File: src/rtl/debounce_pkg.sv
// Shared constants and helpers for the switch debounce array.
package debounce_pkg;

   localparam int DEF_NUM_CHANNELS   = 4;
   localparam int DEF_DEBOUNCE_DELAY = 16;
   localparam int DEF_SYNC_STAGES    = 2;

   // Width needed to hold counts 0..delay inclusive.
   function automatic int cnt_width(input int delay);
      return (delay < 1) ? 1 : $clog2(delay + 1);
   endfunction

endpackage

File: src/rtl/debounce_channel.sv
// One debounce lane: synchronizer chain, agreement counter, stable bit and optional edge strobes.
// Edge strobes exist only when DEBOUNCE_EDGE_PULSE_EN is defined.
module debounce_channel
   import debounce_pkg::*;
#(
   parameter int DEBOUNCE_DELAY = DEF_DEBOUNCE_DELAY,
   parameter int SYNC_STAGES    = DEF_SYNC_STAGES
) (
   input  logic clk,
   input  logic reset,
   input  logic raw_in,
   output logic stable_out
`ifdef DEBOUNCE_EDGE_PULSE_EN
   ,
   output logic rise_out,
   output logic fall_out
`endif
);

   localparam int CW = cnt_width(DEBOUNCE_DELAY);
   localparam logic [CW-1:0] CNT_LAST = CW'(DEBOUNCE_DELAY - 1);

   logic [SYNC_STAGES-1:0] sync_q, sync_d;
   logic [CW-1:0]          cnt_q, cnt_d;
   logic                   stable_q, stable_d;
   logic                   sync_bit;
   logic                   flip;

   assign sync_bit = sync_q[SYNC_STAGES-1];
   // The edge that would bring the count to DEBOUNCE_DELAY flips the level instead.
   assign flip     = (sync_bit != stable_q) && (cnt_q == CNT_LAST);

   always_comb begin
      sync_d   = {sync_q[SYNC_STAGES-2:0], raw_in};
      stable_d = stable_q;
      cnt_d    = '0;
      if (sync_bit != stable_q) begin
         if (flip) stable_d = ~stable_q;
         else      cnt_d    = cnt_q + CW'(1);
      end
   end

   always_ff @(posedge clk or posedge reset) begin
      if (reset) begin
         sync_q   <= '0;
         cnt_q    <= '0;
         stable_q <= 1'b0;
      end else begin
         sync_q   <= sync_d;
         cnt_q    <= cnt_d;
         stable_q <= stable_d;
      end
   end

   assign stable_out = stable_q;

`ifdef DEBOUNCE_EDGE_PULSE_EN
   logic rise_q, rise_d, fall_q, fall_d;

   always_comb begin
      rise_d = flip & ~stable_q;
      fall_d = flip &  stable_q;
   end

   always_ff @(posedge clk or posedge reset) begin
      if (reset) begin
         rise_q <= 1'b0;
         fall_q <= 1'b0;
      end else begin
         rise_q <= rise_d;
         fall_q <= fall_d;
      end
   end

   assign rise_out = rise_q;
   assign fall_out = fall_q;
`endif

endmodule

File: src/rtl/switch_debounce_array.sv
// Array of independent switch debouncers, one debounce_channel per pin.
// Define DEBOUNCE_EDGE_PULSE_EN to add the rise_pulse/fall_pulse strobe ports.
module switch_debounce_array
   import debounce_pkg::*;
#(
   parameter int NUM_CHANNELS   = DEF_NUM_CHANNELS,
   parameter int DEBOUNCE_DELAY = DEF_DEBOUNCE_DELAY,
   parameter int SYNC_STAGES    = DEF_SYNC_STAGES
) (
   input  logic                    clk,
   input  logic                    reset,
   input  logic [NUM_CHANNELS-1:0] raw_input,
   output logic [NUM_CHANNELS-1:0] debounced_value
`ifdef DEBOUNCE_EDGE_PULSE_EN
   ,
   output logic [NUM_CHANNELS-1:0] rise_pulse,
   output logic [NUM_CHANNELS-1:0] fall_pulse
`endif
);

   for (genvar g = 0; g < NUM_CHANNELS; g++) begin : g_ch
      debounce_channel #(
         .DEBOUNCE_DELAY (DEBOUNCE_DELAY),
         .SYNC_STAGES    (SYNC_STAGES)
      ) u_ch (
         .clk        (clk),
         .reset      (reset),
         .raw_in     (raw_input[g]),
         .stable_out (debounced_value[g])
`ifdef DEBOUNCE_EDGE_PULSE_EN
         ,
         .rise_out   (rise_pulse[g]),
         .fall_out   (fall_pulse[g])
`endif
      );
   end

endmodule

File: config.mk
export PLATFORM = sky130hd
export DESIGN_NAME = switch_debounce_array
export DESIGN_NICKNAME = d
export VERILOG_FILES = /design/src/rtl/debounce_pkg.sv /design/src/rtl/debounce_channel.sv /design/src/rtl/switch_debounce_array.sv
export SDC_FILE = /design/constraint.sdc
export NUM_CORES = 1
export LEC_CHECK = 0
export BUFFER_PORTS_ARGS = -buffer_cell sky130_fd_sc_hd__buf_4
export CAP_MARGIN = 5
export CORE_ASPECT_RATIO = 1.2
export CORE_MARGIN = 8
export CORE_UTILIZATION = 44
export DETAILED_ROUTE_END_ITERATION = 7
export PLACE_DENSITY = 0.69
export SETUP_SLACK_MARGIN = 0.2
export SYNTH_ARGS = -nofsm -noshare
export SYNTH_HDL_FRONTEND = slang
export SYNTH_SLANG_ARGS = --single-unit
File: constraint.sdc
create_clock -name clk -period 1.33 [get_ports clk]
set_input_delay 0.0665 -clock clk [delete_from_list [all_inputs] [get_ports clk]]
set_output_delay 0.0665 -clock clk [all_outputs]
set_load 0.02 [all_outputs]
# After elaboration in Yosys (flattened, before gate mapping)
# Index checks and enable logic that the tools add are counted.
# totals
output_inout_bits,4
wordCells,44
ff_bits,32
inputBits,6
# classes
mux,8
n_eq_ne,8
addsub,4
bitwise,4
reduce_logical,8
# ops
cell,count
2-to-1 mux 5 bit,8
adder 5 x 1 -> 5 bit (second input constant),4
equality test 5 x 4 -> 1 bit (second input constant),4
AND reduction 2 bit,4
logical AND 1 bit,4
!= test 1 bit,4
NOT 1 bit,4

# Longest topological paths before layout
# Gate-level depths: netlist of run 1.
# depth
depth_word,4
mapped_depth,4
ltp_nobuf,4

# By module
# A second synthesis of run 1 with hierarchy kept.
# hier_totals
cells_unflattened,96
area_unflattened_um2,1231.2
# by_module_without_submodules
module,seq_area_each_um2,cells_per_inst,n_inst,area_each_um2
debounce_channel,200.2,24,4,307.8

# Worst setup path after synthesis of run 1
# Ideal clock, no wire load.
# synth_path
kind,register to register
from,register g_ch[0].u_ch.cnt_q[0]
to,register g_ch[0].u_ch.stable_q
stages_incl_launch_ff,5
path_slack_ns,0.174
t_arrival_ns,1.028
n_path_buf,0
synth_period_minus_slack_ns,1.156
setup_ns,0.127
required_time_ns,1.203
cell_sequence,dfrtp_1 -> ha_1 -> nand3_2 -> nor2_1 -> mux2_1
# synth_between
elab_chain_len,3
# synth_lines
item,line_no,source
start: declaration,debounce_channel.sv:24,"logic [CW-1:0] cnt_q, cnt_d;"
start signal: assignment,debounce_channel.sv:50,cnt_q <= cnt_d;
equality test 5 x 4 -> 1 bit,debounce_channel.sv:31,assign flip = (sync_bit != stable_q) && (cnt_q == CNT_LAST);
logical AND 1 bit,debounce_channel.sv:31,
AND reduction 2 bit (no source line),--,
end signal: assignment,debounce_channel.sv:51,stable_q <= stable_d;
end: declaration,debounce_channel.sv:25,"logic stable_q, stable_d;"
# No other way between the ends.
# A chain may end at the register's enable or synchronous reset.

# Final worst setup path of run 1
# layout_path
from,register g_ch[2].u_ch.cnt_q[1]
to,register g_ch[2].u_ch.stable_q
# layout_between
elab_chain_len,3
# layout_lines
item,line_no
start: declaration,debounce_channel.sv:24
start signal: assignment,debounce_channel.sv:50
equality test 5 x 4 -> 1 bit,debounce_channel.sv:31
logical AND 1 bit,debounce_channel.sv:31
AND reduction 2 bit (no source line),--
end signal: assignment,debounce_channel.sv:51
end: declaration,debounce_channel.sv:25
# No other way between the ends.

==> results of run 1 <==
## where the power goes
part | internal (W) | switching, W | leakage, nW
registers | 0.00101 | 0.0000326 | 0.418
clock network | 0.000394 | 0.000307 | 0.0422
logic | 0.0000884 | 0.0000687 | 0.369
## layer usage
metal	vias to the layer above	part of all wire [%]	wire (um)	track usage [%]
met1	359	39	848	8.63
met2	13	55	1190	15.6
met3	5	3.6	77	3.61
li1	368	-	-	-
met5	-	0	0	0
met4	0	2.5	54	8.25
## metrics by stage
| step | setup WS (ps) | cell area, um^2 | utilization, % |
|---|---|---|---|
| after CTS | 133 | 1550 | 56.3 |
| after detailed placement | 86.7 | 1350 | 48.8 |
| final | 102 | 1650 | 59.9 |
| after global routing | 64.8 | 1650 | 59.9 |
| after floorplan | 181 | 1260 | - |
| after global placement | 118 | 1350 | 48.8 |
## final cells by class
type | count | area share [%]
Inverter | 3 | 0.682
Tap cell | 34 | 2.58
Sequential cell | 32 | 48.5
Timing Repair Buffer | 28 | 14.2
Multi-Input combinational cell | 56 | 29.5
Clock buffer | 6 | 2.50
Clock inverter | 2 | 2.12
## how the worst max path moves through the flow
stage                                          end  slack, ps  cells past startpoint
2_1_floorplan  g_ch[0].u_ch.stable_out$_DFFE_PP0P_        180                      4
3_3_place_gp   g_ch[1].u_ch.stable_out$_DFFE_PP0P_        120                      4
3_5_place_dp   g_ch[0].u_ch.stable_out$_DFFE_PP0P_         90                      4
4_1_cts        g_ch[1].u_ch.stable_out$_DFFE_PP0P_        130                      4
5_1_grt        g_ch[1].u_ch.stable_out$_DFFE_PP0P_         60                      4
6_report       g_ch[2].u_ch.stable_out$_DFFE_PP0P_        100                      4
## cell usage after synthesis
library cell / count
dfrtp_1: 32
ha_1: 4
nand3_1: 4
and3_1: 2
xor2_1: 12
and2_1: 4
buf_4: 4
nor2_1: 12
nor2_2: 2
nand3_2: 4
mux2_1: 4
and2_2: 2
inv_1: 3
o21ai_1: 4
and3_2: 2
## cell families after synthesis
group | after synthesis
flops | 32
simple gates | 32
buf+inv | 7
mux | 4
fa+ha+maj | 4
xor+xnor | 12
compound gates | 4
## sequential cells by signal, indices dropped and copies added, names as in the netlist
signal,cells
g_ch.u_ch.cnt_q,20
g_ch.u_ch.stable_out,4
g_ch.u_ch.sync_q,8
## placed cells by master (no fill, tap or decap)
cell type,count
nand3_2,2
buf_6,3
nor2_2,1
and2_1,4
buf_4,20
and2_2,2
clkinv_2,1
mux2_4,3
dfrtp_1,32
o21ai_4,1
mux2_1,1
ha_4,1
bufinv_16,1
nand3_1,4
clkbuf_4,5
and3_2,2
o21ai_1,2
nor2_1,10
inv_1,3
ha_2,3
o21ai_2,1
nand3_4,2
xor2_1,12
nor2_4,3
and3_1,2
dlygate4sd3_1,5
clkbuf_1,1
## worst register-to-register path: cells and delay by family, from the launching register on
| kind | cells | cell delay [ps] |
|---|---|---|
| and+or+nand+nor | 2 | 230 |
| muxes | 1 | 290 |
| DFF | 1 | 420 |
| adders and majority gates | 1 | 180 |
## repair_timing
| action | CTS | global route |
|---|---|---|
| hold buffers | 5 | 0 |
| resized for setup | 2 | 15 |
| setup buffers | 10 | 3 |
| endpoints found under the setup margin | 4 | 12 |
| endpoints found under the hold margin | 36 | 0 |
| pin swaps | 4 | 5 |
==> out/results.tsv, run 1 <==
metric	value	unit
cts_sinks	32	
synth_top_area_share	64.2	%
fin_nets	136	
critPathMaxStageDelay	420	ps
dieArea	0.00480	mm^2
synth.area.top_cells	dfrtp_1 (64%), xor2_1 (8.4%), ha_1 (4.0%)	
antenna_found_initial	0	
p_total	0.00190	W
period_needed	1230	ps
root_buffer	clkbuf_4	
yosys.area.top_type	dfrtp_1	
grt_pass1_vias	811	
cts_max_level	2	
nFillCells	225	
syn_to_final_growth	32.4	%
grt_pass1_wl	3.31	mm
status	complete, no violations	
path_clk_slew	100	ps
via_per_inst	4.63	
mappedNetlistArea	0.00125	mm^2
path_class	flip-flop to flip-flop	
io_pins	10	
overflow	0	
leakage	0.829	nW
hold_path.class	flip-flop to flip-flop	
cp-startpoint	g_ch[2].u_ch.cnt_q[1]$_DFF_PP0_	
slowest_stage	dfrtp_1	
power_density	1150	mW/mm^2
syn-num-nets	105	
hp-start	g_ch[2].u_ch.sync_q[0]$_DFF_PP0_	
cts_tree	done	
final-setup-viol-count	0	
wire_per_inst	13.4	um
hold_violations	0	
whs	351	ps
report.final.slew_viol_count	0	
wirelength	2.17	mm
worstSkewPairLatency	330	ps
max-slew-margin-rel	72.3	%
diodes	0	
synthDistinctLibCells	15	
min_delay_path_depth	0	
critPathArrivalTime	1450	ps
synthAdderAreaFrac	4.01	%
grt_max_degree	33	
crit_chain	ha_4 -> nand3_4 -> nor2_4 -> mux2_4	
ff2ff_path_depth	4	
fp.coreArea	0.00276	mm^2
drive_above_1_share	40.2	%
crit_buf_inv	0	
port_buffers	9	
fin_cells	161	
fp.dieH	74.3	um
numCtsBuffers	5	
fin_crit_sh	92.3	%
min_to	g_ch[2].u_ch.sync_q[1]$_DFF_PP0_	
drtIter0Drc	16	
die_w	64.6	um
synth_xor_area_share	8.43	%
rsz0062_at_grt	yes	
avgSynthCellArea	13.1	um^2
cts-root-to-sink-buffers	2	
worst_ep_required_time	1550	ps
synth_compound_area_share	1.60	%
grt_use_total	9.28	%
synth_warnings	0	
ir_drop	0.827	mV
synth-simple-area-share	14.8	%
critPathTopFamily	flip-flops	
synth_mux_area_share	3.61	%
reg2reg_from	g_ch[2].u_ch.cnt_q[1]$_DFF_PP0_	
gp_congestion	0.726	
finalSetupTns	0	ps
placementRows	21	
worst_slew_pin_slew	415	ps
max_freq	814	MHz
rr_endpoint	g_ch[2].u_ch.stable_out$_DFFE_PP0P_	
synth-seq-area-share	64.2	%
post-dp-hpwl	1.21	mm
drv_cap	0	
synth_top_family_by_area	simple AND/OR/NAND/NOR gates	
via_count	745	
dp.cells	135	
ys_ff_latch	32	
drc_errors	0	
syn_inst	95	
clock_skew	11.3	ps
seqCellArea	801	um^2
r2r_setup_slack	100	ps
path_max_fanout	3	
multi_input_area	487	um^2
start_kind	flip-flop	
drt-pass1-iter-count	2	
drt.antenna.violating_nets	0	
start_util	45.2	%
cp-end-kind	flip-flop	
Note: power is estimated with default switching activity, not from simulation.
==> run 2: changes to the inputs <==
Settings changed: PLACE_DENSITY 0.69 to 0.71.
Clock period 1.33 ns to 1.1 ns, I/O delays scaled along.
==> out/results.tsv, run 2 (synthesis gave the netlist of run 1 again) <==
metric	value	unit	change
status	complete, but fails checks		
dp_slack	-103	ps	-190 ps
comb_power_share	11.5	%	+3.3 points
worst_slew_pin_slew	399	ps	-15.3 ps
final_cell_mix	dfrtp_1 (26), buf_6 (15), buf_4 (12), nor2_1 (9), xor2_1 (7)		
antenna_found_initial	0		unchanged
drt.antenna.violating_nets	0		unchanged
fp.dieH	74.3	um	unchanged
hold_path.class	input pin to asynchronous set/reset pin		
nFillCells	199		-12%
path_clk_slew	90	ps	about the same
ir_drop	0.893	mV	+7.9%
cts_max_level	2		unchanged
max-slew-margin-rel	73.3	%	+1.1 points
regMostFlops	g_ch.u_ch.cnt_q		
seq_power_share	57.8	%	+2.8 points
io_pins	10		unchanged
diodes	0		unchanged
largest_reg_flops	20		unchanged
finalSetupTns	-638	ps	-638 ps
clock_skew	8.29	ps	-3.05 ps
final-setup-viol-count	9		+9
critPathArrivalTime	1420	ps	-30 ps
via_per_inst	4.72		+2.1%
post-dp-hpwl	1.33	mm	+10%
wirelength	2.38	mm	+9.9%
post-route-worst-setup-slack	-91.8	ps	-194 ps
port_buffers	9		unchanged
grt_use_total	10.8	%	+1.5 points
overflow	0		unchanged
drtIter0Drc	11		-5
die_w	64.6	um	unchanged
switching_share	23.7	%	+2.3 points
cts_sinks	32		unchanged
leakage	0.860	nW	+3.7%
final_common_cell	dfrtp_1		
worst_ep_required_time	1330	ps	-220 ps
reg2reg_from	g_ch[2].u_ch.cnt_q[0]$_DFF_PP0_		
cts_tree	done		
worstSkewPairLatency	330	ps	about the same
report.final.slew_viol_count	0		unchanged
start_util	45.2	%	unchanged
p_sw	0.000527	W	+29%
placedInstanceArea	0.00144	mm^2	+6.8%
fp.coreArea	0.00276	mm^2	unchanged
power_density	1160	mW/mm^2	+0.78%
drc_errors	0		unchanged
gp_congestion	0.745		+2.6%
path_max_fanout	2		-1
root_buffer	clkbuf_4		
fin_nets	141		+3.7%
syn_to_final_growth	53.5	%	
drive_above_1_share	55.3	%	+15 points
wire_per_inst	14.3	um	+6.6%
multi_input_area	664	um^2	+37%
p_int	0.00170	W	+13%
fin_crit_sh	108	%	+16 points
drt-pass1-iter-count	2		unchanged
violations	setup timing		
start_kind	flip-flop		
seqCellArea	808	um^2	+0.94%
rsz0062_at_grt	yes		
period_needed	1190	ps	-36.0 ps
pwr-share-clk	30.7	%	-6.1 points
cp-startpoint	g_ch[2].u_ch.cnt_q[0]$_DFF_PP0_		
max_freq	839	MHz	+3.0%
path_class	flip-flop to flip-flop		
grt_max_degree	25		-24%
placementRows	21		unchanged
grt_pass1_wl	3.77	mm	+14%
numCtsBuffers	5		unchanged
hold_violations	0		unchanged
dieArea	0.00480	mm^2	unchanged
via_count	784		+5.2%
fin_area	0.00191	mm^2	+16%
cts-root-to-sink-buffers	2		unchanged
drv_cap	0		unchanged
grt_pass1_vias	854		+5.3%
cp-end-kind	flip-flop		
==> run 2: worst paths after layout <==
path / endpoint / slack [ps] / depth (start not counted)
max: g_ch[2].u_ch.cnt_q[2]$_DFF_PP0_ / -90 / 5
min in group clk: g_ch[1].u_ch.sync_q[1]$_DFF_PP0_ / 350 / 0
min: g_ch[0].u_ch.sync_q[0]$_DFF_PP0_ / 260 / 3
max reg2reg: g_ch[2].u_ch.cnt_q[2]$_DFF_PP0_ / -90 / 5
max in group asynchronous: g_ch[1].u_ch.sync_q[1]$_DFF_PP0_ / 360 / 4
min reg2reg: g_ch[1].u_ch.sync_q[1]$_DFF_PP0_ / 350 / 0
==> run 2: critical path, stage by stage, from the launching register on <==
cell and delay [ps]:
dfrtp_1 420, ha_4 180, buf_4 130, buf_6 100, xor2_1 130, and2_1 140
==> run 2: what timing repair did <==
action,in CTS,in global routing
setup buffers,3,5
endpoints found under the hold margin,12,0
resized for setup,23,38
hold buffers,5,0
endpoints found under the setup margin,28,28
pin swaps,12,12
==> run 2: area by class of cell <==
type,instances,area share (%)
clock buffer,8,3.07
multi-input combinational,56,34.7
sequential,32,42.2
timing repair buffer,33,17.2
inverter,3,0.588
tap,34,2.22
==> run 2: per-stage QoR <==
step / total power (W) / utilization, % / std cells / hold slack [ps]
final: 0.00222 / 69.4 / 166 / 265
after global routing: 0.00234 / 69.4 / 166 / 278
after CTS: 0.00218 / 60.7 / 161 / 254
after detailed placement: 0.00144 / 52.1 / 145 / 63.1
after global placement: 0.00143 / 52.1 / 145 / 55.0
after floorplan: 0.00136 / - / 95 / 86.4
==> run 2: metal layers <==
| metal | track usage [%] | vias up | part of all wire (%) | routed length [um] |
|---|---|---|---|---|
| li1 | - | 374 | - | - |
| met1 | 11.5 | 393 | 42 | 1010 |
| met2 | 16.5 | 12 | 52 | 1250 |
| met3 | 5.27 | 5 | 3.5 | 83 |
| met4 | 7.52 | 0 | 1.8 | 44 |
| met5 | 0 | - | 0 | 0 |
==> run 2: power groups by stage <==
stage	clock network, W	logic (W)	registers (W)
6_report	0.000682	0.000256	0.00129
5_1_grt	0.000764	0.000280	0.00129
4_1_cts	0.000714	0.000203	0.00126
3_5_place_dp	0	0.000155	0.00128
3_3_place_gp	0	0.000146	0.00128
2_1_floorplan	0	0.0000840	0.00128
==> run 3: changes to the inputs <==
Settings changed: CAP_MARGIN 5 to 0, PLACE_DENSITY 0.71 to unset, SKIP_CTS_REPAIR_TIMING set to 1.
==> out/results.tsv, run 3 (synthesis gave the netlist of run 1 again) <==
metric	value	unit	change
gp_congestion	0.691		-7.4%
clock_skew	10.4	ps	+2.08 ps
grt.met1_usage	9.06	%	-2.5 points
grt_max_degree	33		+32%
fin_crit_sh	108	%	-0.64 points
max_freq	844	MHz	+0.59%
dieArea	0.00480	mm^2	unchanged
via_count	763		-2.7%
worstSkewPairLatency	340	ps	about the same
cts_tree	done		
wire_per_inst	13.2	um	-7.7%
cts_sinks	32		unchanged
drv_cap	0		unchanged
wirelength	2.12	mm	-11%
syn_to_final_growth	41.2	%	
hold_path.class	flip-flop to flip-flop		
slowest_stage	dfrtp_1		
crit_buf_inv	0		-2
start_kind	flip-flop		
path_clk_slew	100	ps	about the same
port_buffers	9		unchanged
path_max_fanout	2		unchanged
start_util	45.2	%	unchanged
ir_drop	0.884	mV	-0.90%
leakage	0.825	nW	-4.1%
via_per_inst	4.77		+0.97%
final_cell_mix	dfrtp_1 (30), buf_4 (13), nor2_1 (10), buf_6 (9), xor2_1 (8)		
path_class	flip-flop to flip-flop		
worst_slew_pin_slew	394	ps	-5.50 ps
final_common_cell	dfrtp_1		
diodes	0		unchanged
status	complete, but fails checks		
fin_area	0.00176	mm^2	-8.0%
grt_pass1_wl	3.38	mm	-10%
drc_errors	0		unchanged
grt_pass1_vias	795		-6.9%
drt.antenna.violating_nets	0		unchanged
violations	setup timing		
placedInstanceArea	0.00142	mm^2	-0.87%
critPathTopFamily	flip-flops		
period_needed	1180	ps	-6.99 ps
rsz0062_at_grt	yes		
post-dp-hpwl	1.29	mm	-3.5%
met2_usage	15.0	%	-1.4 points
die_w	64.6	um	unchanged
largest_reg_flops	20		unchanged
grt_use_total	9.52	%	-1.3 points
dp.cells	145		unchanged
cts_max_level	2		unchanged
root_buffer	clkbuf_4		
io_pins	10		unchanged
cp-end-kind	flip-flop		
drtIter0Drc	17		+6
cts-root-to-sink-buffers	2		unchanged
drt-pass1-iter-count	4		+2
critPathArrivalTime	1420	ps	about the same
drive_above_1_share	47.6	%	-7.7 points
fin_nets	135		-4.3%
gr-usage-met3	5.42	%	+0.15 points
grt-busiest-layer	met2		
power_density	1250	mW/mm^2	+7.2%
fp.dieH	74.3	um	unchanged
max-slew-margin-rel	73.7	%	+0.40 points
critPathMaxStageDelay	420	ps	about the same
overflow	0		unchanged
post-route-worst-setup-slack	-84.8	ps	+6.99 ps
fp.coreArea	0.00276	mm^2	unchanged
worst_ep_required_time	1330	ps	about the same
nFillCells	219		+10%
antenna_found_initial	0		unchanged
fin_cells	160		-3.6%
placementRows	21		unchanged
hold_violations	0		unchanged
report.final.slew_viol_count	0		unchanged
final-setup-viol-count	5		-4
numCtsBuffers	5		unchanged
regMostFlops	g_ch.u_ch.cnt_q		
crit_chain	ha_4 -> nand3_2 -> nor2_1 -> mux2_1		
finalSetupTns	-308	ps	+330 ps
## run 3: changes by cell type in the layout (fill, tap and decap cells not counted), sizes merged
cell | previous run | this run
buf | 28 | 22
## run 3: worst paths after layout
| kind | startpoint | endpoint | slack (ps) | depth (start not counted) |
|---|---|---|---|---|
| worst max-delay path | g_ch[1].u_ch.cnt_q[0]$_DFF_PP0_ | g_ch[1].u_ch.stable_out$_DFFE_PP0P_ | -80 | 4 |
| worst min-delay path | g_ch[1].u_ch.sync_q[0]$_DFF_PP0_ | g_ch[1].u_ch.sync_q[1]$_DFF_PP0_ | 350 | 0 |
| worst max register to register | g_ch[1].u_ch.cnt_q[0]$_DFF_PP0_ | g_ch[1].u_ch.stable_out$_DFFE_PP0P_ | -80 | 4 |
| worst min register to register | g_ch[1].u_ch.sync_q[0]$_DFF_PP0_ | g_ch[1].u_ch.sync_q[1]$_DFF_PP0_ | 350 | 0 |
| max in group asynchronous | reset | g_ch[0].u_ch.stable_out$_DFFE_PP0P_ | 410 | 4 |
| min in group asynchronous | reset | g_ch[1].u_ch.cnt_q[3]$_DFF_PP0_ | 380 | 4 |
## run 3: per-stage QoR
step / hold slack (ps) / util (%) / setup WS [ps] / total power, W
final: 355 / 63.9 / -84.8 / 0.00219
after global routing: 358 / 63.9 / -123 / 0.00230
after CTS: -190 / 53.7 / -123 / 0.00214
after detailed placement: 165 / 51.6 / -110 / 0.00143
after global placement: 163 / 51.6 / -63.4 / 0.00142
after floorplan: 86.4 / - / -49.3 / 0.00136
## run 3: power breakdown
| part | leakage, nW | switching, W | internal (W) |
|---|---|---|---|
| Combinational | 0.376 | 0.0000893 | 0.000127 |
| Clock | 0.0326 | 0.000385 | 0.000315 |
| Sequential | 0.416 | 0.0000509 | 0.00123 |
| Total | 0.825 | 0.000525 | 0.00167 |
## run 3: cell type report
type | count | area, um^2 | share of cell area [%]
Sequential cell | 32 | 803 | 45.6
Multi-Input combinational cell | 56 | 597 | 33.9
Timing Repair Buffer | 27 | 249 | 14.1
Clock buffer | 8 | 58.8 | 3.34
Tap cell | 34 | 42.5 | 2.41
Inverter | 3 | 11.3 | 0.639
## run 3: metal layers
layer | share of wire [%] | wire (um)
met1 | 43 | 904
met2 | 50 | 1060
met3 | 4.8 | 101
met4 | 2.5 | 54
met5 | 0 | 0
